--- src/rtl/elevator_call_scheduler.sv ---
// Call-button front end for the elevator controller: synchronises and latches
// floor calls, picks the next target with a SCAN sweep and times the door dwell.
module elevator_call_scheduler #(
  parameter int unsigned NUM_FLOORS  = 8,
  parameter logic [31:0] DWELL_COUNT = 32'd100000
) (
  input  logic                  clk,
  input  logic                  rst_n,
  input  logic [NUM_FLOORS-1:0] call_btn,
  input  logic [3:0]            current_floor,
  input  logic                  elevator_idle,
  output logic [3:0]            requested_floor,
  output logic [NUM_FLOORS-1:0] pending,
  output logic                  door_open,
  output logic                  dir_up,
  output logic [1:0]            dbg_state
);

  typedef enum logic [1:0] {
    S_IDLE   = 2'd0,
    S_TRAVEL = 2'd1,
    S_DWELL  = 2'd2
  } state_e;

  localparam logic [3:0]  FLOOR_LIMIT = 4'(NUM_FLOORS);
  localparam logic [31:0] DWELL_LAST  = DWELL_COUNT - 32'd1;

  state_e                  state_q;
  logic [3:0]              requested_floor_q;
  logic                    dir_up_q;
  logic                    door_open_q;
  logic [31:0]             dwell_cnt_q;
  logic [NUM_FLOORS-1:0]   pending_q, pending_d;

  logic [NUM_FLOORS-1:0]   sync1_q, sync2_q, prev_q;
  logic [2:0]              arm_q;
  logic [NUM_FLOORS-1:0]   rise;

  // Edges are only trusted once the synchronizer has refilled after reset,
  // so a button held through reset is not taken as a fresh call.
  always_ff @(posedge clk or negedge rst_n) begin
    if (!rst_n) begin
      sync1_q <= '0;
      sync2_q <= '0;
      prev_q  <= '0;
      arm_q   <= '0;
    end else begin
      sync1_q <= call_btn;
      sync2_q <= sync1_q;
      prev_q  <= sync2_q;
      arm_q   <= {arm_q[1:0], 1'b1};
    end
  end

  assign rise = arm_q[2] ? (sync2_q & ~prev_q) : '0;

  logic [NUM_FLOORS-1:0] cur_mask;
  logic                  up_found, dn_found;
  logic [3:0]            up_tgt, dn_tgt;

  always_comb begin
    cur_mask = '0;
    up_found = 1'b0;
    up_tgt   = '0;
    dn_found = 1'b0;
    dn_tgt   = '0;
    for (int i = 0; i < NUM_FLOORS; i++) begin
      if (4'(i) == current_floor) cur_mask[i] = 1'b1;
    end
    // Descending scan leaves the lowest qualifying floor above the car.
    for (int i = NUM_FLOORS - 1; i >= 0; i--) begin
      if (pending_q[i] && (4'(i) > current_floor)) begin
        up_found = 1'b1;
        up_tgt   = 4'(i);
      end
    end
    for (int i = 0; i < NUM_FLOORS; i++) begin
      if (pending_q[i] && (4'(i) < current_floor)) begin
        dn_found = 1'b1;
        dn_tgt   = 4'(i);
      end
    end
  end

  logic       tgt_valid;
  logic [3:0] tgt_floor;
  logic       tgt_dir;

  always_comb begin
    tgt_floor = requested_floor_q;
    tgt_dir   = dir_up_q;
    tgt_valid = up_found | dn_found;
    if (dir_up_q) begin
      if (up_found) begin
        tgt_floor = up_tgt;
        tgt_dir   = 1'b1;
      end else if (dn_found) begin
        tgt_floor = dn_tgt;
        tgt_dir   = 1'b0;
      end
    end else begin
      if (dn_found) begin
        tgt_floor = dn_tgt;
        tgt_dir   = 1'b0;
      end else if (up_found) begin
        tgt_floor = up_tgt;
        tgt_dir   = 1'b1;
      end
    end
  end

  logic                  in_range;
  logic                  cur_pend;
  logic                  cur_rise;
  logic                  arrived;
  logic                  dwell_last;
  logic                  dwell_done;
  logic [NUM_FLOORS-1:0] clr_mask;

  assign in_range   = current_floor < FLOOR_LIMIT;
  assign cur_pend   = |(pending_q & cur_mask);
  assign cur_rise   = |(rise & cur_mask);
  assign arrived    = elevator_idle && (current_floor == requested_floor_q);
  assign dwell_last = dwell_cnt_q == DWELL_LAST;
  // A re-press of the served floor on the last dwell cycle keeps the call alive.
  assign dwell_done = (state_q == S_DWELL) && dwell_last && !cur_rise;
  assign clr_mask   = dwell_done ? cur_mask : '0;
  assign pending_d  = (pending_q & ~clr_mask) | rise;

  always_ff @(posedge clk or negedge rst_n) begin
    if (!rst_n) pending_q <= '0;
    else        pending_q <= pending_d;
  end

  always_ff @(posedge clk or negedge rst_n) begin
    if (!rst_n) begin
      state_q           <= S_IDLE;
      requested_floor_q <= '0;
      dir_up_q          <= 1'b1;
      door_open_q       <= 1'b0;
      dwell_cnt_q       <= '0;
    end else begin
      case (state_q)
        S_IDLE: begin
          if (in_range) begin
            requested_floor_q <= current_floor;
            if (cur_pend && elevator_idle) begin
              state_q     <= S_DWELL;
              door_open_q <= 1'b1;
              dwell_cnt_q <= '0;
            end else if (tgt_valid) begin
              requested_floor_q <= tgt_floor;
              dir_up_q          <= tgt_dir;
              state_q           <= S_TRAVEL;
            end
          end
        end
        S_TRAVEL: begin
          if (arrived) begin
            state_q     <= S_DWELL;
            door_open_q <= 1'b1;
            dwell_cnt_q <= '0;
          end else if (pending_q == '0) begin
            state_q <= S_IDLE;
          end else if (in_range && tgt_valid) begin
            requested_floor_q <= tgt_floor;
            dir_up_q          <= tgt_dir;
          end
        end
        S_DWELL: begin
          door_open_q <= 1'b1;
          if (in_range) requested_floor_q <= current_floor;
          if (cur_rise) begin
            dwell_cnt_q <= '0;
          end else if (dwell_last) begin
            dwell_cnt_q <= '0;
            door_open_q <= 1'b0;
            state_q     <= S_IDLE;
          end else begin
            dwell_cnt_q <= dwell_cnt_q + 32'd1;
          end
        end
        default: begin
          state_q     <= S_IDLE;
          door_open_q <= 1'b0;
          dwell_cnt_q <= '0;
        end
      endcase
    end
  end

  assign requested_floor = requested_floor_q;
  assign pending         = pending_q;
  assign door_open       = door_open_q;
  assign dir_up          = dir_up_q;
  assign dbg_state       = state_q;

endmodule

--- config.mk ---
export PLATFORM = sky130hd
export DESIGN_NAME = elevator_call_scheduler
export DESIGN_NICKNAME = d
export VERILOG_FILES = /design/src/rtl/elevator_call_scheduler.sv
export SDC_FILE = /design/constraint.sdc
export NUM_CORES = 1
export LEC_CHECK = 0
export CORE_MARGIN = 8
export CORE_UTILIZATION = 61
export CTS_BUF_LIST = sky130_fd_sc_hd__clkbuf_4
export DETAILED_ROUTE_END_ITERATION = 8
export PLACE_DENSITY = 0.87
export SLEW_MARGIN = 25
export SYNTH_ARGS = -nofsm -noshare
export SYNTH_HDL_FRONTEND = slang
export SYNTH_SLANG_ARGS = --single-unit
--- constraint.sdc ---
create_clock -name clk -period 2.6 [get_ports clk]
set_input_delay 0.52 -clock clk [delete_from_list [all_inputs] [get_ports clk]]
set_output_delay 0.52 -clock clk [all_outputs]
set_load 0.02 [all_outputs]
* Yosys cells after proc, flatten, opt, wreduce, memory -nomap -nowiden
Cells that the tools add are included.
** Operators by class
- Multiplexer cells :: 86
- Reductions and logical operators :: 33
- Equality and inequality tests :: 24
- Magnitude comparators :: 17
- $add $sub $neg :: 1
- Bitwise gates (word level) :: 8
** Operators with widths (number)
- 32-bit two-way mux :: 5
- 4-bit two-way mux :: 25
- 32-bit case mux with 3 select lines :: 1
- 1-bit two-way mux :: 41
- 32-bit by 1-bit adder with 32-bit output, second input constant :: 1
- 8-bit bitwise AND :: 4
- 32-bit by 17-bit == test with 1-bit output, second input constant :: 1
- 2-bit inequality test, second input constant :: 11
- 1-bit logical AND :: 21
- 3-bit by 4-bit == test with 1-bit output, first input constant :: 4
- 3-bit by 4-bit > comparator with 1-bit output, first input constant :: 4
- 3-bit by 4-bit < comparator with 1-bit output, first input constant :: 4
- 8-bit two-way mux :: 2
- 8-bit NOT :: 2
- 8-bit OR reduction :: 2
- 2-bit two-way mux :: 7
- 4-bit case mux with 3 select lines :: 1
- 2-bit by 4-bit == test with 1-bit output, first input constant :: 2
- 1-bit by 4-bit > comparator with 1-bit output, first input constant :: 2
- 2-bit by 4-bit > comparator with 1-bit output, first input constant :: 2
- 8-bit logical NOT :: 1
- 1-bit by 4-bit < comparator with 1-bit output, first input constant :: 2
- 2-bit by 4-bit < comparator with 1-bit output, first input constant :: 2
- 8-bit OR :: 1
- other kinds (20) :: 21
** Word-level totals
- Output and inout port bits :: 16
- Logic and storage cells :: 179
- Register bits :: 75
- Input port bits :: 15

* Longest topological paths before layout
- Depth in word-level cells :: 17
- Depth in mapped cells :: 10
- Mapped depth without buffers :: 8

* Worst setup path after synthesis
No wires, ideal clock.
- Path type :: input-to-reg
- From :: input port current_floor[2]
- To :: register dwell_cnt_q[24]
- Slack :: 0.094 ns
- Library setup time :: 0.121 ns
- Path buffers :: 3
- Data arrival time :: 2.386 ns
- Data required time :: 2.479 ns
- Cell stages on the path :: 8
- Cells stage by stage :: buf_2 -> mux4_2 -> o211ai_1 -> a22o_1 -> buf_2 -> nor3_4 -> buf_4 -> a22o_1
** Between the ends
- Word-level cells in the longest chain between the ends :: 7
- Elaborated cells between the ends (all ways) :: 30
- Classes of those cells :: 1 x order compare; 11 x eq/ne; 10 x mux; 2 x bitwise; 6 x reduce/logical
** RTL lines
- start: declaration :: RTL line 10 : input logic [3:0] current_floor,
- 1-bit by 4-bit == test with 1-bit output (tied with other cells) :: RTL line 68 : if (4'(i) == current_floor) cur_mask[i] = 1'b1;
- 1-bit two-way mux :: RTL line 68
- 8-bit bitwise AND :: RTL line 121 : assign cur_pend = |(pending_q & cur_mask);
- 8-bit OR reduction :: RTL line 121
- 1-bit logical AND :: RTL line 147 : if (cur_pend && elevator_idle) begin
- 2-bit inequality test (no source line)
- 3-bit AND reduction (no source line)
- end signal: assignment :: RTL line 180 : dwell_cnt_q <= dwell_cnt_q + 32'd1;
- end: declaration :: RTL line 32 : logic [31:0] dwell_cnt_q;
Several ways; a longest one is shown, not always the timed one.
A chain may end at the register's enable or synchronous reset.

* Final worst setup path
- From :: input port current_floor[0]
- To :: register requested_floor_q[0] (netlist: requested_floor[0])
** Between the ends
- Word-level cells in the longest chain between the ends :: 17
- Elaborated cells between the ends (all ways) :: 105
- Classes of those cells :: 17 x order compare; 12 x eq/ne; 52 x mux; 2 x bitwise; 22 x reduce/logical
** RTL lines
- 3-bit by 4-bit > comparator with 1-bit output or 1-bit by 4-bit < comparator with 1-bit output (tied branches) :: RTL line 72, 78
- 1-bit logical AND, on equally long branches :: RTL line 72, 78
- 3-bit two-way mux (tied with other cells) :: RTL line 72 : if (pending_q[i] && (4'(i) > current_floor)) begin
- 4-bit two-way mux (tied with other cells) (7 in a row) :: RTL line 72
- 4-bit two-way mux, on equally long branches :: RTL line 105, 97
- 4-bit two-way mux, on equally long branches :: RTL line 102, 94
- 4-bit two-way mux :: RTL line 93 : if (dir_up_q) begin
- 4-bit two-way mux, on equally long branches :: RTL line 165, 151
- 4-bit two-way mux, on equally long branches :: RTL line 163, 147
- 4-bit two-way mux, on equally long branches :: RTL line 159, 145
- 4-bit case mux with 3 select lines :: RTL line 143 : case (state_q)
- end signal: assignment :: RTL line 146 : requested_floor_q <= current_floor;
- end signal: assignment :: RTL line 166 : requested_floor_q <= tgt_floor;
- end signal: assignment :: RTL line 172 : if (in_range) requested_floor_q <= current_floor;
- end: declaration :: RTL line 29 : logic [3:0] requested_floor_q;
Several ways; a longest one is shown, not always the timed one. The select of a mux whose other input is x is not followed.

==> reports/qor_table.md <==
| Stage | Result | This run |
|---|---|---|
| run status | Run status | finished clean |
| route | Routed wirelength normalized by instance count | 17.4 um |
| final layout | Share of layout cells above drive strength 1 | 21.8% |
| worst setup path | Top cell by count, worst path | sky130_fd_sc_hd__buf_4 |
| worst setup path | Critical path startpoint category | primary input |
| final layout | Most common cell after layout, fill and taps aside | sky130_fd_sc_hd__dfrtp_1 |
| timing | Transition time at the pin with the least slew margin | 0.506 ns |
| die | I/O pin count | 31 |
| worst setup path | CP max FO | 19 |
| global routing | All-Layer GR Usage | 23.0% |
| logic synthesis | Part of the Yosys area used for sequential elements | 43.4% |
| clocking | Clock tree from TritonCTS | done |
| logic synthesis | Distinct cell type count after synthesis | 81 |
| power | Internal cell power | 2230 uW |
| flow run | Max-cap violation count | 0 |
| timing | Unrepaired setup endpoints after global routing | true |
| die | Standard cell core area | 6830 um^2 |
| route | Via count of the routed design | 4053 |
| worst setup path | Cell with the largest stage delay on the worst path | sky130_fd_sc_hd__clkdlybuf4s50_1 |
| worst setup path | Largest stage delay on the critical path | 0.45 ns |
| worst setup path | Count of buffer and inverter cells on the critical path | 4 |
| place | Half-perimeter wire length after detailed placement | 8020 um |
| logic synthesis | Synthesis warning total | 0 |
| final layout | Nets@finish | 566 |
| power | Power share of the combinational group | 45.4% |
| final layout | Post-layout instance area | 5340 um^2 |
| clocking | Latest clock arrival within the worst-skew pair | 0.45 ns |
| logic synthesis | Total nets after synthesis | 476 |
| power | Total chip power | 3760 uW |
| worst setup path | Arrival time worst endpoint | 2.92 ns |
| timing | Number of failing setup endpoints in the final timing report | 0 |
| clocking | Number of buffers inserted during clock tree synthesis | 9 |
| global routing | Vias in the first global route | 3896 |
| route | Number of DRC markers in iteration 0 | 360 |
| worst setup path | Worst Setup Path Type | in2reg |
| timing | Hold Fails Final Rpt | 0 |
| worst setup path | Required @ worst endpoint | 2.95 ns |
| clocking | Master cell of the clock root buffer | sky130_fd_sc_hd__clkbuf_4 |
| logic synthesis | Combined area of all synthesized cells | 4320 um^2 |
| die | Initial standard-cell utilization of the core | 63.3% |
| global routing | Total congestion overflow after global routing | 0 |
| logic synthesis | Cells after Synth | 456 |
| power | Net switching power figure | 1530 uW |
| timing | Worst hold slack | 0.0249 ns |
| global routing | First-pass GRT wire length | 18700 um |
| logic synthesis | Primary FF master, synth | sky130_fd_sc_hd__dfrtp_1 |
| worst setup path | Capturing element type of the critical path | flop |
| timing | Final cycle utilization of the critical path | 98.9% |
| power | Power share of the sequential group | 35.9% |
| timing | Achievable Freq | 0.389 GHz |
| route | Router iterations before antenna repair | 5 |
| clocking | Clock transition time at the flip-flop clock pins of the worst setup and hold paths | 0.15 ns |
| logic synthesis | Post-synthesis area per instance | 9.48 um^2 |
| timing | Normalized max-slew margin | 66.2% |
| logic synthesis | Number of synthesized register bits | 75 |
| logic synthesis | Number of enable flip-flop cells after synthesis | 0 |
| power | Static Leak | 0.00223 uW |
| final layout | Count of inserted antenna diode cells | 0 |
| place | Global placer's final weighted congestion | 0.903 |
| route | Wire length after detailed routing | 11300 um |
| power | Highest ir drop seen on vdd | 0.512 mV |
| route | Average via count per standard cell | 6.26 |
| die | Placement row count | 30 |
| clocking | Total clock sinks | 75 |
| hold path | Kind of path behind the tightest hold check | in2async |
| clocking | Number of buffers between clock root and the deepest sink | 2 |
| logic synthesis | Post-synthesis async set-or-reset flop share | 100% |
| route | Antenna Violating Nets Remaining | 0 |
| clocking | H-tree depth reported by CTS | 3 |
| route | Remaining routing DRC violations | 0 |
| timing | Setup TNS after final layout | 0 ns |
| die | Floorplan die height | 100 um |
| global routing | Pin count of the biggest net entering global routing | 40 |
| timing | Max Transition Viols Final | 0 |
| place | IO buf count | 30 |
| power | Ratio of total power to cell area | 704 nW/um^2 |
| power | Part of the total power dissipated in the clock network | 18.7% |
| place | Standard cell area after detailed placement | 5180 um^2 |
| die | Die Width | 100 um |
| power | Net switching share of the total power | 40.7% |
| worst setup path | Cell Chain, Critical Path | clkdlybuf4s50_1 > buf_12 > or3b_1 > a41oi_2 > nand3b_1 > buf_4 > nor2_1 > a21o_1 > buf_4 > a22oi_1 |
| timing | Min Tclk post-route | 2.57 ns |
| timing | Clk_skew | 0.0237 ns |
| final layout | Commonest non-fill, non-tap cells in the layout | sky130_fd_sc_hd__dfrtp_1 (74), sky130_fd_sc_hd__buf_4 (69), sky130_fd_sc_hd__nand2_1 (60) |
| final layout | Post-synthesis to final-layout area growth | 23.6% |
| die | Floorplan die area | 10000 um^2 |
| clocking | Number of hold-repair buffers added at the cts stage | 0 |
| global routing | Number of antenna violations at the first check in global routing | 0 |
| worst setup path | Kind of cell with the highest combined delay on the critical path | buffers and inverters |
[power by group through the flow]
| stage | Sequential (uW) | Combinational, uW | Clock [uW] |
|---|---|---|---|
| 3_5_place_dp | 1370 | 1650 | 0 |
| 3_3_place_gp | 1360 | 1590 | 0 |
| 4_1_cts | 1350 | 1660 | 708 |
| 6_report | 1350 | 1710 | 705 |
| 5_1_grt | 1360 | 1860 | 758 |
| 2_1_floorplan | 1410 | 1010 | 0 |
[state kept, by name, summed over array words and instances, names as in the netlist, 2 cells and up]
name / count
arm_q: 3
dbg_state: 2
dwell_cnt_q: 32
pending: 8
prev_q: 8
requested_floor: 4
sync1_q: 8
sync2_q: 8
[layer usage]
layer	track usage [%]	up-vias	share of wire [%]
met5	0	-	0
met4	5.70	0	1.5
met3	5.05	22	6.4
met2	38.2	173	49
met1	29.7	1955	43
li1	-	1903	-
[synth_stat cells, types with 9 or more instances]
cell,instances,area (um^2)
sky130_fd_sc_hd__nand3_1,22,110
sky130_fd_sc_hd__inv_1,12,45.0
sky130_fd_sc_hd__nand2_1,60,225
sky130_fd_sc_hd__nor3_1,11,55.1
sky130_fd_sc_hd__a22o_1,12,105
sky130_fd_sc_hd__o31ai_1,11,82.6
sky130_fd_sc_hd__nand3b_1,9,67.6
sky130_fd_sc_hd__dfrtp_1,74,1850
sky130_fd_sc_hd__a21oi_1,14,70.1
sky130_fd_sc_hd__buf_2,10,50.1
sky130_fd_sc_hd__nand4_1,10,62.6
sky130_fd_sc_hd__nor2_1,26,97.6
sky130_fd_sc_hd__o21ai_0,18,90.1
[through the flow]
step / utilization, % / instances / worst slack [ns]
after CTS: 77.7 / 646 / 0.0169
after detailed placement: 75.8 / 630 / -0.469
after global placement: 75.8 / 630 / -0.420
final: 78.2 / 647 / 0.0299
after floorplan: - / 456 / 0.0935
after global routing: 78.2 / 647 / -0.0741
[final cells by class]
| cell class | count | area [um^2] |
|---|---|---|
| multi-input combinational | 346 | 2280 |
| sequential | 75 | 1880 |
| fill | 454 | 1490 |
| timing repair buffer | 102 | 887 |
| tap | 96 | 120 |
| clock buffer | 9 | 67.6 |
| clock inverter | 7 | 66.3 |
| inverter | 12 | 45.0 |
[kinds of logic after synthesis]
kind of cell | count (synthesis) | synth area share, %
xor+xnor | 4 | 0.811
other cells | 1 | 0.0867
fa+ha+maj | 5 | 1.45
compound gates | 129 | 22.9
buf+inv | 35 | 4.46
simple gates | 204 | 25.9
flops | 75 | 43.4
mux | 3 | 0.984
[what timing repair did]
item                                    CTS  global route
buffers inserted                          0             1
endpoints found under the setup margin    5             5
gates resized for setup                   1             7
pin swaps                                 0             1
[worst paths after layout]
kind | start | slack [ns] | cells after the start | to
worst min register to register | sync1_q[3] | 0.36 | 0 | sync2_q[3]
worst max register to register | dwell_cnt_q[11] | 0.07 | 6 | dwell_cnt_q[9]
worst min-delay path | rst_n | 0.02 | 1 | dwell_cnt_q[5]
max in group asynchronous | rst_n | 1.92 | 2 | requested_floor[0]
min in group clk | sync1_q[3] | 0.36 | 0 | sync2_q[3]
worst max-delay path | current_floor[0] | 0.03 | 10 | requested_floor[0]
Note: power is estimated with default switching activity, not from simulation.
